<file path="src/rtl/gray_ptr_ctrl.sv">
// gray_ptr_ctrl -- async-FIFO pointer controller for one clock domain.
//
// Holds an (ADDR_W+1)-bit binary pointer and its registered Gray image. It
// synchronises the other domain's Gray pointer and produces a registered full
// flag (IS_WRITE=1) or empty flag (IS_WRITE=0). One instance sits on each side
// of the FIFO.
//
// Parameters:
//   ADDR_W      RAM address width, depth = 2**ADDR_W (>= 2)
//   SYNC_STAGES remote-pointer synchroniser depth (>= 2)
//   IS_WRITE    1: write side (flag = full), 0: read side (flag = empty)
//
// Ports:
//   clk, rst_n  domain clock (rising edge), async active-low reset
//   inc_req     push/pop request
//   rmt_gray    Gray pointer from the other domain (asynchronous)
//   addr        RAM address, low ADDR_W bits of the binary pointer
//   ptr_gray    registered Gray pointer, sent to the other domain
//   flag        registered full/empty
//   inc_ack     inc_req & ~flag, the pointer advances on this edge
//   level       (only with GRAY_PTR_LEVEL_EN) registered fill level
//
// Optional feature macro: GRAY_PTR_LEVEL_EN adds the level output.
module gray_ptr_ctrl #(
  parameter int ADDR_W      = 3,
  parameter int SYNC_STAGES = 2,
  parameter bit IS_WRITE    = 1'b1
) (
  input  logic              clk,
  input  logic              rst_n,
  input  logic              inc_req,
  input  logic [ADDR_W:0]   rmt_gray,
  output logic [ADDR_W-1:0] addr,
  output logic [ADDR_W:0]   ptr_gray,
  output logic              flag,
  output logic              inc_ack
`ifdef GRAY_PTR_LEVEL_EN
  ,
  output logic [ADDR_W:0]   level
`endif
);

  localparam int PW = ADDR_W + 1;

  logic [PW-1:0] bin_q, bin_d;
  logic [PW-1:0] gray_q, gray_d;
  logic          flag_q, flag_d;
  logic [SYNC_STAGES-1:0][PW-1:0] sync_q, sync_d;
  logic [PW-1:0] sync_gray;
  logic [PW-1:0] full_cmp;

  assign sync_gray = sync_q[SYNC_STAGES-1];

  always_comb begin
    inc_ack = inc_req & ~flag_q;
    bin_d   = bin_q + PW'(inc_ack);
    gray_d  = bin_d ^ (bin_d >> 1);
    // Full when the local pointer is exactly one lap ahead of the remote:
    // in Gray code that is the top two bits inverted, the rest equal.
    full_cmp = {~sync_gray[ADDR_W:ADDR_W-1], sync_gray[ADDR_W-2:0]};
    if (IS_WRITE) flag_d = (gray_d == full_cmp);
    else          flag_d = (gray_d == sync_gray);
  end

  // Plain flop chain: no logic between stages so only one bit of a Gray
  // transition can be captured mid-change.
  always_comb begin
    sync_d    = sync_q;
    sync_d[0] = rmt_gray;
    for (int i = 1; i < SYNC_STAGES; i++) sync_d[i] = sync_q[i-1];
  end

  always_ff @(posedge clk or negedge rst_n) begin
    if (!rst_n) begin
      bin_q  <= '0;
      gray_q <= '0;
      sync_q <= '0;
      // Read side starts empty; write side starts not-full.
      flag_q <= (IS_WRITE == 1'b0);
    end else begin
      bin_q  <= bin_d;
      gray_q <= gray_d;
      sync_q <= sync_d;
      flag_q <= flag_d;
    end
  end

  assign addr     = bin_q[ADDR_W-1:0];
  assign ptr_gray = gray_q;
  assign flag     = flag_q;

`ifdef GRAY_PTR_LEVEL_EN
  logic [PW-1:0] rbin;
  logic [PW-1:0] level_q, level_d;

  // Gray->binary: bit i is the XOR of all Gray bits at i and above.
  always_comb begin
    rbin = '0;
    for (int i = 0; i < PW; i++) rbin[i] = ^(sync_gray >> i);
    if (IS_WRITE) level_d = bin_d - rbin;
    else          level_d = rbin - bin_d;
  end

  always_ff @(posedge clk or negedge rst_n) begin
    if (!rst_n) level_q <= '0;
    else        level_q <= level_d;
  end

  assign level = level_q;
`endif

endmodule

</file>
<file path="config.mk">
export PLATFORM = sky130hd
export DESIGN_NAME = gray_ptr_ctrl
export DESIGN_NICKNAME = d
export VERILOG_FILES = /design/src/rtl/gray_ptr_ctrl.sv
export SDC_FILE = /design/constraint.sdc
export NUM_CORES = 1
export LEC_CHECK = 0
export BUFFER_PORTS_ARGS = -buffer_cell sky130_fd_sc_hd__buf_4
export CELL_PAD_IN_SITES_DETAIL_PLACEMENT = 2
export CELL_PAD_IN_SITES_GLOBAL_PLACEMENT = 2
export CORE_MARGIN = 2
export CORE_UTILIZATION = 35
export DETAILED_ROUTE_END_ITERATION = 16
export PLACE_DENSITY = 0.76
export SETUP_SLACK_MARGIN = 0.5
export SLEW_MARGIN = 30
export SYNTH_ARGS = -nofsm -noshare
export SYNTH_HDL_FRONTEND = slang
export SYNTH_SLANG_ARGS = --single-unit
</file>
<file path="constraint.sdc">
create_clock -name clk -period 3.1 [get_ports clk]
set_clock_uncertainty 0.15 [all_clocks]
set_input_delay 0.155 -clock clk [delete_from_list [all_inputs] [get_ports clk]]
set_output_delay 0.155 -clock clk [all_outputs]
set_load 0.05 [all_outputs]
</file>
==> out/metrics.yaml, run 1 <==
crit_path_end: "flag"
dr.pass1.iters: 1
synth-seq-cells: 16
start_util: 0.377
rows: 15
wl_per_cell_um: 14.4
routed_via_density: 4.55
gp_congestion: 0.650
grt_max_degree: 17
slew_headroom: 0.789
hold_violations: 0
worstSkewPairLatency_ns: 0.28
synth_area_sq_um: 658
final_common_cell: "dfrtp_1"
multi_input_area_sq_um: 230
final_cell_area_sq_um: 865
antenna_found_initial: 0
core_sq_mm: 0.00175
status: "completed"
port_buffers: 15
period_share: 0.683
synth_seq_area_share: 0.608
r2r-end: "flag"
yosys.area_share.simple: 0.0894
grt_pass1_wl_um: 2190
hpwlAfterDp_um: 935
finalSetupTns_ns: 0
grt_pass1_vias: 505
max-cap-violations: 0
clk_path_buf_depth: 2
hold_path.class: "input port to async pin"
fmax_mhz: 472
cts_sinks: 16
place_area_sq_um: 778
track_usage: 0.158
crit_path_start_kind: "flip-flop"
first_iter_violations: 0
r2r_cells: 7
path_clk_slew_ns: 0.09
die_h_um: 47.4
nets: 81
worstSetupPathType: "flip-flop to flip-flop"
wl_um: 1390
synth_xor_area_frac: 0.131
setup_viol_count_final: 0
synth_compound_area_frac: 0.0875
die_w_um: 47.4
num_vias: 437
startpoint: "flag"
pre_cts_ws_ns: 1.01
cts-root-buf: "clkbuf_4"
ys_warn_count: 0
numCtsBuffers: 3
overflow: 0
post-cts-setup-buffer-count: 0
synthCells: 50
fin_crit_ns: 2.12
tritoncts: "built"
cp_max_fo: 6
pin_count: 16
cts_resized: 0
n_fill_cell: 177
synthMuxAreaShare: 0
maxSlewViolCount: 0
synth_ff_type: "dfrtp_1"
synth_edf_count: 0
area_growth_pct: 31.4
regArea_sq_um: 400
diodes: 0
synth_cell_types: 19
arrival_ns: 2.19
r2r_slack_ns: 0.98
drc_errors: 0
r2r_start: "flag"
syn_nets: 59
end_kind: "flip-flop"
die_area_sq_mm: 0.00224
fin_ws_ns: 0.982
tightestPinTransition_ns: 0.314
synth_top_family_by_area: "XOR/XNOR gates"
async_reset_ff_frac: 1.00
avgSynthCellArea_sq_um: 13.2
final_cell_mix: "16 x dfrtp_1, 15 x buf_4, 5 x xnor2_1, 5 x dlygate4sd3_1"
yosys.area_share.adder: 0.0380
htree_num_levels: 1
critical_path_required_ns: 3.18
drive_above_1_share: 0.310
rsz0062_at_grt: "no"
drtAntennaViolNets: 0
## synth_stat cells (2+ instances only)
cell type	n	share of area
a21oi_1	3	0.023
nand3_1	2	0.015
xor2_1	3	0.040
ha_1	2	0.038
nor2b_1	3	0.029
xnor2_1	5	0.067
buf_6	2	0.034
dfrtp_1	16	0.61
nand2b_1	2	0.019
nand2_1	3	0.017
## metal layers
layer  track usage  share of wire
met5             0              0
met4         0.117          0.033
met3        0.0269          0.040
met2         0.262           0.54
met1         0.180           0.38
## per-stage QoR
| stage | util | hold WS (ns) | instances |
|---|---|---|---|
| floorplan | - | -0.291 | 50 |
| detailed placement | 0.446 | -0.124 | 87 |
| finish | 0.495 | 0.108 | 96 |
| global route | 0.495 | 0.121 | 96 |
| global placement | 0.446 | -0.125 | 87 |
| CTS | 0.495 | 0.101 | 96 |
## logic make-up after synthesis
| logic type | count (synthesis) |
|---|---|
| buf+inv | 4 |
| xor+xnor | 9 |
| simple gates | 11 |
| compound gates | 8 |
| fa+ha+maj | 2 |
| flops | 16 |
## state kept, by name (all words and copies together) (netlist names)
signal	count
bin_q	4
sync_gray	4
sync_d	4
ptr_gray	3
flag	1
## how the worst min path moves through the flow
stage	startpoint	endpoint	slack, ns
2_1_floorplan	rst_n	bin_q[0]	-0.29
3_3_place_gp	rst_n	ptr_gray[2]	-0.13
3_5_place_dp	rst_n	ptr_gray[2]	-0.12
4_1_cts	rst_n	ptr_gray[2]	0.10
5_1_grt	rst_n	bin_q[2]	0.12
6_report	rst_n	ptr_gray[2]	0.11
## repair_timing
item | 4_1_cts | 5_1_grt
endpoints found under the hold margin | 20 | 0
setup endpoints to repair | 0 | 0
hold buffers | 5 | 0
## cell type report
class / instances / area share
Clock buffer: 4 / 0.0420
Sequential cell: 16 / 0.463
Multi-Input combinational cell: 30 / 0.266
Inverter: 1 / 0.00434
Tap cell: 25 / 0.0362
Timing Repair Buffer: 20 / 0.188
## worst max-delay path, cell delays in order (launching register included)
cell,delay [ns]
dfrtp_1,0.41
nor2b_2,0.14
ha_1,0.20
ha_1,0.35
xnor2_2,0.14
a211o_1,0.31
a32oi_1,0.16
o2111a_1,0.21
Power of run 1 is left out: the tool's default activity adds up to more than one toggle a clock period on the data nets, which glitch-free logic cannot reach.
==> run 2: changes to the inputs <==
--- a/config.mk
+++ b/config.mk
@@ -9,9 +9,9 @@
 export CELL_PAD_IN_SITES_DETAIL_PLACEMENT = 2
 export CELL_PAD_IN_SITES_GLOBAL_PLACEMENT = 2
 export CORE_MARGIN = 2
-export CORE_UTILIZATION = 35
+export CORE_UTILIZATION = 32
 export DETAILED_ROUTE_END_ITERATION = 16
-export PLACE_DENSITY = 0.76
+export PLACE_DENSITY = 0.7
 export SETUP_SLACK_MARGIN = 0.5
 export SLEW_MARGIN = 30
 export SYNTH_ARGS = -nofsm -noshare
==> constraint.sdc (replaced) <==
create_clock -name clk -period 1.95 [get_ports clk]
set_clock_uncertainty 0.15 [all_clocks]
set_input_delay 0.0975 -clock clk [delete_from_list [all_inputs] [get_ports clk]]
set_output_delay 0.0975 -clock clk [all_outputs]
set_load 0.05 [all_outputs]
==> run 2 against run 1 <==
Compared with the run above:
- worst setup slack got worse by 0.83 ns
- cell area increased by 14%
- final cell count grew 9.4%
- critical endpoint unchanged
- core utilization is 1.4 points higher
==> out/metrics.yaml, run 2 (synthesis gave the netlist of run 1 again) <==
critical_path_required_ns: 2.02
cts_sinks: 16
drtAntennaViolNets: 0
status: "completed"
final_common_cell: "buf_4"
final_cell_area_sq_um: 990
hold_violations: 0
first_iter_violations: 2
numCtsBuffers: 3
setup_viol_count_final: 0
worstSetupPathType: "flip-flop to flip-flop"
hpwlAfterDp_um: 1090
rows: 16
path_clk_slew_ns: 0.10
num_vias: 467
core_sq_mm: 0.00194
maxSlewViolCount: 0
max-cap-violations: 0
worstSkewPairLatency_ns: 0.28
die_h_um: 49.4
slew_headroom: 0.796
cts-root-buf: "clkbuf_4"
track_usage: 0.144
grt_pass1_vias: 506
tightestPinTransition_ns: 0.303
arrival_ns: 1.87
pin_count: 16
fin_crit_ns: 1.80
area_growth_pct: 50.4
diodes: 0
end_kind: "flip-flop"
fmax_mhz: 555
rsz0062_at_grt: "yes"
die_area_sq_mm: 0.00244
crit_path_start_kind: "flip-flop"
gp_congestion: 0.694
final_cell_mix: "20 x buf_4, 14 x dfrtp_1, 5 x dlygate4sd3_1, 4 x xnor2_1"
period_share: 0.923
drc_errors: 0
place_area_sq_um: 823
nets: 88
clk_path_buf_depth: 2
htree_num_levels: 1
routed_via_density: 4.45
hold_path.class: "input port to async pin"
cp_max_fo: 3
wl_um: 1550
tritoncts: "built"
drive_above_1_share: 0.449
dr.pass1.iters: 3
grt_pass1_wl_um: 2550
grt_max_degree: 17
wl_per_cell_um: 14.7
hold_ws_ns: 0.0527
port_buffers: 15
die_w_um: 49.4
antenna_found_initial: 0
start_util: 0.339
overflow: 0
run 2: cell count changes in the layout (fill, tap and decap cells not counted):
cell / change
xor2_2: +1
xor2_1: -1
xnor2_1: -1
ha_1: -2
buf_8: +1
buf_6: +1
dfrtp_1: -2
dfrtp_2: +2
xnor2_4: +1
buf_4: +5
nor2b_4: +1
ha_4: +2
nor2b_2: -1
run 2: path summary, 6_finish.rpt:
check | start | cells after the start | to | slack [ns]
max | flag | 6 | flag | 0.15
min | rst_n | 2 | bin_q[1] | 0.05
max reg2reg | flag | 6 | flag | 0.15
min reg2reg | sync_d[5] | 0 | sync_gray[1] | 0.22
max in group asynchronous | rst_n | 2 | flag | 1.40
min in group clk | inc_req | 3 | bin_q[0] | 0.10
run 2: cell type report:
type | count | area (sq um)
well taps | 27 | 33.8
flip-flops and latches | 16 | 403
multi-input cells | 30 | 287
inverters | 1 | 3.75
clock buffers | 4 | 36.3
fillers | 201 | 952
repair buffers | 27 | 226
run 2: worst max-delay path, stage by stage (launching register included):
cell and delay [ns]:
dfrtp_2 0.44, nor2b_4 0.14, ha_4 0.22, xor2_1 0.19, a211o_1 0.28, a32oi_1 0.14
o2111a_1 0.18
run 2: metal layers:
layer,share of wire,global-route usage,up-vias
met1,0.39,0.159,228
met4,0.014,0.0476,0
met2,0.56,0.257,15
li1,-,-,222
met3,0.038,0.0460,2
met5,0,0,-
run 2: stage by stage:
step                      instances  utilization  setup TNS (ns)  worst slack [ns]
after floorplan                  50            -          -0.209            -0.209
after global placement           89        0.424               0             0.174
after detailed placement         89        0.424               0             0.138
after CTS                       101        0.482               0             0.117
after global routing            105        0.510               0            0.0600
final                           105        0.510               0             0.150
run 2: repair_timing:
item | 4_1_cts | 5_1_grt
resized for setup | 1 | 5
pin swaps | 0 | 1
setup endpoints to repair | 2 | 8
endpoints found under the hold margin | 20 | 0
buffers inserted | 3 | 4
hold buffers | 5 | 0
cloned | 0 | 0
Power of run 2 is left out for the same reason.
==> run 3: changes to the inputs <==
--- a/config.mk
+++ b/config.mk
@@ -8,7 +8,6 @@
 export BUFFER_PORTS_ARGS = -buffer_cell sky130_fd_sc_hd__buf_4
 export CELL_PAD_IN_SITES_DETAIL_PLACEMENT = 2
 export CELL_PAD_IN_SITES_GLOBAL_PLACEMENT = 2
-export CORE_MARGIN = 2
 export CORE_UTILIZATION = 32
 export DETAILED_ROUTE_END_ITERATION = 16
 export PLACE_DENSITY = 0.7
==> run 3 against run 2 <==
Compared with the run above:
- worst setup slack lost 0.017 ns
- cell area shrank 3.4%
- wire length shrank 9.9%
- first-iteration DRC count grew 50%
- global-route usage grew 1.0 points
- non-clock buffer count shrank 3
- clock-buffer cell count is the same
- via count shrank 0.64%
- largest cell class unchanged
- highest routed layer is now met3
==> out/metrics.yaml, run 3 (synthesis gave the netlist of run 1 again) <==
area_growth_pct: 45.2
dp.cells: 89
clk_path_buf_depth: 2
track_usage: 0.154
htree_num_levels: 1
start_util: 0.339
overflow: 0
tightestPinTransition_ns: 0.285
path_common_cell: "ha_4"
grt_pass1_wl_um: 2280
finalSetupTns_ns: 0
gp_congestion: 0.756
crit_path_start_kind: "flip-flop"
dr.pass1.iters: 2
status: "completed"
numCtsBuffers: 3
cp_num_buf_inv: 0
drc_errors: 0
tritoncts: "built"
num_vias: 464
fin_crit_ns: 1.82
final_util: 0.492
grt_pass1_vias: 487
cp_max_fo: 5
critical_path_required_ns: 2.03
pin_count: 16
wl_um: 1390
crit_slowest_cell: "dfrtp_2"
worstSkewPairLatency_ns: 0.29
hold_path.class: "input port to async pin"
worstSetupPathType: "flip-flop to flip-flop"
drive_above_1_share: 0.427
grt_max_degree: 17
antenna_found_initial: 0
crit_chain: "nor2b_4 > ha_4 > ha_4 > xnor2_4 > a211o_1 > a32oi_1 > o2111a_1"
pre_cts_ws_ns: 0.125
hold_violations: 0
hpwlAfterDp_um: 939
port_buffers: 15
end_kind: "flip-flop"
setup_viol_count_final: 0
slew_headroom: 0.809
period_share: 0.932
cts_sinks: 16
wl_per_cell_um: 13.7
arrival_ns: 1.90
fin_ws_ns: 0.133
drtAntennaViolNets: 0
die_area_sq_mm: 0.00224
core_sq_mm: 0.00194
maxSlewViolCount: 0
fin_cells: 102
final_cell_mix: "19 x buf_4, 14 x dfrtp_1, 5 x dlygate4sd3_1"
critical_path.max_stage_delay_ns: 0.44
path_clk_slew_ns: 0.10
rsz0062_at_grt: "yes"
routed_via_density: 4.55
nets: 85
cts-root-buf: "clkbuf_4"
fmax_mhz: 550
first_iter_violations: 3
max-cap-violations: 0
die_h_um: 47.4
die_w_um: 47.4
rows: 16
final_common_cell: "buf_4"
critPathTopFamily: "compound AO/OA/AOI/OAI gates"
diodes: 0
run 3: path summary, 6_finish.rpt:
check | cells after the start | slack [ns] | end | start
max | 7 | 0.13 | flag | flag
min | 2 | 0.04 | bin_q[1] | rst_n
max reg2reg | 7 | 0.13 | flag | flag
min reg2reg | 0 | 0.19 | sync_gray[2] | sync_d[6]
max in group asynchronous | 2 | 1.42 | flag | rst_n
min in group clk | 3 | 0.08 | bin_q[0] | inc_req
run 3: area by class of cell:
class                      instances  area, sq um
timing repair buffer              24          193
multi-input combinational         30          287
fill                             208          986
sequential                        16          403
tap                               27         33.8
inverter                           1         3.75
clock buffer                       4         36.3
run 3: per-stage QoR:
step | area, sq um | hold slack, ns
2_1_floorplan | 713 | -0.348
3_3_place_gp | 823 | -0.182
3_5_place_dp | 823 | -0.185
4_1_cts | 925 | 0.0439
5_1_grt | 956 | 0.0628
6_report | 956 | 0.0383
run 3: repair_timing:
item | CTS | global route
hold buffers | 5 | 0
hold endpoints to repair | 20 | 0
pin swaps | 0 | 1
setup endpoints to repair | 3 | 5
setup buffers | 2 | 2
resized for setup | 0 | 3
run 3: routing by layer:
| metal | track usage | wire, um |
|---|---|---|
| met1 | 0.169 | 552 |
| met2 | 0.279 | 772 |
| met3 | 0.0577 | 69 |
| met4 | 0.0343 | 0 |
| met5 | 0 | 0 |
Power of run 3 is left out for the same reason.
